<file path="config.mk">
export PLATFORM = sky130hd
export DESIGN_NAME = rptr_empty
export DESIGN_NICKNAME = d
export VERILOG_FILES = /design/src/rtl/fifo_pkg.sv /design/src/rtl/rptr_empty.sv
export SDC_FILE = /design/constraint.sdc
export NUM_CORES = 1
export LEC_CHECK = 0
export BUFFER_PORTS_ARGS = -buffer_cell sky130_fd_sc_hd__buf_4
export CORE_MARGIN = 2
export CORE_UTILIZATION = 47
export DETAILED_ROUTE_END_ITERATION = 8
export PLACE_DENSITY = 0.8
export SYNTH_ARGS = -nofsm -noshare
export SYNTH_HDL_FRONTEND = slang
export SYNTH_SLANG_ARGS = --single-unit
</file>
<file path="constraint.sdc">
create_clock -name clk -period 4.4 [get_ports clk]
set_input_delay 1.32 -clock clk [delete_from_list [all_inputs] [get_ports clk]]
set_output_delay 1.32 -clock clk [all_outputs]
set_load 0.03 [all_outputs]
</file>
<file path="src/rtl/fifo_pkg.sv">
// rtl/fifo_pkg.sv - shared pointer type and Gray/binary conversion for both FIFO pointer domains
package fifo_pkg;

   localparam int ADDR_WIDTH = 6;

   typedef logic [ADDR_WIDTH:0] ptr_t;

   // Both helpers work on a zero-extended 32-bit word, so any pointer width up to 32 bits can share them.
   function automatic logic [31:0] bin2gray(input logic [31:0] b);
      return b ^ (b >> 1);
   endfunction

   function automatic logic [31:0] gray2bin(input logic [31:0] g);
      logic [31:0] b;
      b = g;
      for (int s = 1; s < 32; s++) begin
         b = b ^ (g >> s);
      end
      return b;
   endfunction

endpackage

</file>
<file path="src/rtl/rptr_empty.sv">
// rtl/rptr_empty.sv - read-domain pointer, empty/almost-empty flags and fill count for the async FIFO
module rptr_empty #(
   parameter int ADDR_WIDTH = fifo_pkg::ADDR_WIDTH,
   parameter int AE_LEVEL   = 4
) (
   input  logic                  clk,
   input  logic                  rst,
   input  logic                  rd_en,
   input  logic [ADDR_WIDTH:0]   wptr_sync,
   output logic [ADDR_WIDTH:0]   rptr,
   output logic [ADDR_WIDTH-1:0] raddr,
   output logic                  empty,
   output logic                  almost_empty,
   output logic [ADDR_WIDTH:0]   rd_count,
   output logic                  rd_valid,
   output logic                  underflow
);

   import fifo_pkg::*;

   localparam int PW = ADDR_WIDTH + 1;

   logic [ADDR_WIDTH:0] rbin;
   logic [ADDR_WIDTH:0] rbin_next;
   logic [ADDR_WIDTH:0] rgray_next;
   logic [ADDR_WIDTH:0] wbin;
   logic [ADDR_WIDTH:0] fill_next;
   logic                rd_acc;

   // Flags are computed from the next pointer so the last read raises empty on the same edge.
   always_comb begin
      rd_acc     = rd_en & ~empty;
      rbin_next  = rbin + PW'(rd_acc);
      rgray_next = PW'(bin2gray(32'(rbin_next)));
      wbin       = PW'(gray2bin(32'(wptr_sync)));
      fill_next  = wbin - rbin_next;
   end

   always_ff @(posedge clk) begin
      if (rst) begin
         rbin         <= '0;
         rptr         <= '0;
         empty        <= 1'b1;
         almost_empty <= 1'b1;
         rd_count     <= '0;
         rd_valid     <= 1'b0;
         underflow    <= 1'b0;
      end else begin
         rbin         <= rbin_next;
         rptr         <= rgray_next;
         empty        <= (rgray_next == wptr_sync);
         almost_empty <= (fill_next <= PW'(AE_LEVEL));
         rd_count     <= fill_next;
         rd_valid     <= rd_acc;
         underflow    <= underflow | (rd_en & empty);
      end
   end

   assign raddr = rbin[ADDR_WIDTH-1:0];

endmodule

</file>
==> summary.txt <==
Run status
  – Status: completed

STA
  – Hold_ws: 503.9 ps
  – Final setup vio count: 0
  – RSZ-0062 raised after global routing: no
  – Ratio of final minimum period to clock period: 0.9344
  – Fmax achieved: 243.2 MHz
  – Slew margin rel.: 0.6390
  – Min Tclk post-route: 4111 ps
  – Max-slew violations: 0
  – Clock skew: 10.33 ps
  – Final hold violation count: 0
  – Tightest Pin Transition: 538.9 ps

Global routing
  – Largest net degree at the start of global routing: 25
  – Total GRT Usage: 0.1806
  – Initial antenna violation count: 0
  – Global-route wire length before repair: 4581 um
  – Grt ovf: 0
  – Vias in the first global route: 1063

Synth
  – Predominant post-synthesis flop cell: dfxtp_1
  – Register area share after synthesis: 0.3657
  – #FFs+latches synth: 24
  – Synth Instances: 129
  – Post-synth cell types: 36
  – Most area-hungry cell type in the Yosys netlist: dfxtp_1
  – Synth Cell Area: 1314 um^2
  – Synthesis Warnings: 0
  – Synthesized area per cell: 10.18 um^2
  – Synth top area cells: dfxtp_1 (37%), xnor2_1 (8.0%), ha_1 (7.6%)
  – Post-synth EDFFs: 0
  – Synthesized Nets: 148
  – Yosys top cell area share: 0.3657
  – Ys async rst share: 0

Worst setup path
  – RR Startpoint: empty
  – CP Capture Type: flip-flop
  – Crit Path Class: in2reg
  – CP dominant cell by count: xnor2_1
  – CP required: 4680 ps
  – Crit-path max FO: 6
  – Reg2Reg Capture Point: almost_empty
  – Worst-case reg-to-reg path depth: 10
  – CP max stage delay: 470 ps
  – Crit path DAT: 4400 ps
  – CP Cell Sequence: buf_4 > xor3_2 > xnor3_2 > xnor2_1 > xnor2_1 > ha_1 > inv_1 > fa_1 > maj3_2 > a21oi_2 > xor2_1 > o311a_1 > a31o_1
  – Critical Path Start Type: input port
  – CP max-delay cell: fa_1
  – Register-to-register setup slack: 1640 ps

Routing
  – Number of DRC markers in iteration 0: 11
  – Drt first pass iters: 4
  – Vias per cell: 5.232
  – Wirelength per Cell: 13.74 um
  – DRC viols: 0
  – Drt total wl: 2720 um
  – Remaining antenna violation count: 0
  – Total number of vias: 1036

Clock tree
  – CTS Hold Bufs: 0
  – Clk_lat worst skew: 330 ps
  – TritonCTS Buffers: 3
  – CTS Root Cell: clkbuf_4
  – Clock Pin Slew Worst Setup and Hold Paths: 140 ps
  – Postcts setup bufs: 0
  – # clock sinks: 24
  – # resized after CTS: 0
  – Max clock buf depth: 2
  – H-tree depth: 1
  – CTS tree: built

Min path
  – Hold Path Stages: 2
  – Hold Crit Class: reg2reg
  – Hold Path Sink: underflow
  – Worst Hold Launch: underflow

Finish
  – Non-Filler Instances: 198
  – Multi-input gate area in the final layout: 804.5 um^2
  – Final Cell Area: 1658 um^2
  – Most frequent cells in the layout: buf_4 (36), dfxtp_1 (24), nor2_1 (22)
  – Share of cells above drive strength 1: 0.2994
  – Area growth syn-to-layout: 26.19%
  – Antenna cells: 0
  – Register area: 480.5 um^2
  – Commonest non-fill, non-tap cell in the layout: buf_4
  – Fill cells: 246
  – Nets: 187

Die
  – Die height: 56.87 um
  – Chip Width: 56.87 um
  – # rows: 19
  – Area of the core: 2710 um^2
  – IO Count: 34
  – Initial Util: 0.4848
  – Die footprint: 3234 um^2

Placement
  – Total placed instance area: 1605 um^2
  – GPL Wtd Cong: 0.8825
  – Placed insts: 194
  – DP HPWL: 2105 um
  – # port buffers: 33

Power and ir drop
  – Leakage: 0.7630 nW
  – PnR Total Power: 639.2 uW
  – Power per standard cell area: 385.5 nW/um^2
  – Max VDD drop: 0.2296 mV

Flow run
  – Max-cap check violation count: 0
## worst max-delay path: cells and delay by family
| family | cells | cell delay [ps] |
|---|---|---|
| fa+ha+maj | 3 | 1000 |
| xor+xnor | 5 | 1400 |
| buf+inv | 2 | 180 |
| compound gates | 3 | 500 |
## Yosys cell counts, drive strengths merged (2+ instances only)
library cell	n
a31o	2
a31oi	2
a21oi	6
maj3	2
dfxtp	24
nor2b	4
nor2	22
xnor3	3
xor3	2
and2	2
nor3	3
xnor2	13
clkbuf	2
inv	3
and3	3
nand2	2
nand3	4
ha	8
xor2	11
## power breakdown
group	total (mW)	internal (mW)	switching [mW]
combinational	0.233	0.104	0.129
sequential	0.244	0.238	0.00631
clock	0.162	0.0922	0.0702
## worst max-delay path by stage
stage                       startpoint      endpoint  slack (ps)  depth (start not counted)
after floorplan           wptr_sync[4]  almost_empty         210                         12
after global placement    wptr_sync[4]  almost_empty         160                         13
after detailed placement  wptr_sync[4]  almost_empty         -20                         13
after CTS                 wptr_sync[4]  almost_empty         320                         13
after global routing      wptr_sync[4]  almost_empty          70                         13
final                     wptr_sync[4]  almost_empty         290                         13
## kinds of logic (layout without fill, tap and decap cells)
family | after synthesis | count (layout) | share of synthesized area
xor gates and xnor gates | 29 | 29 | 0.2562
adders and majority gates | 11 | 11 | 0.1086
AOI/OAI and AO/OA | 15 | 15 | 0.08095
buffers and inverters | 5 | 43 | 0.02190
DFF | 24 | 24 | 0.3657
and+or+nand+nor | 45 | 45 | 0.1667
## layer usage
layer,up-vias,global-route usage,wire length (um)
met5,-,0,0
met4,0,0.07309,46
met3,7,0.02535,127
met2,29,0.3256,1379
met1,482,0.2129,1166
li1,518,-,-
## metrics by stage
stage | worst slack (ps) | TNS [ps] | util
6_report | 288.8 | 0 | 0.6117
5_1_grt | 66.93 | 0 | 0.6117
4_1_cts | 322.8 | 0 | 0.6117
3_5_place_dp | -15.55 | -15.55 | 0.5923
3_3_place_gp | 158.0 | 0 | 0.5923
2_1_floorplan | 214.2 | 0 | -
## sequential cells by signal, summed over array words and instances, names as in the netlist
name / flops
underflow: 1
rd_count: 7
rd_valid: 1
almost_empty: 1
rptr: 6
rbin: 7
empty: 1
## final cells by class
cell class              instances  area share
inverters                       3    0.006792
clock inverters                 1     0.01811
multi-input cells             100      0.4853
well taps                      31     0.02340
clock buffers                   3     0.01358
flip-flops and latches         24      0.2898
repair buffers                 36      0.1630
Power figures use the tool's default switching activity.
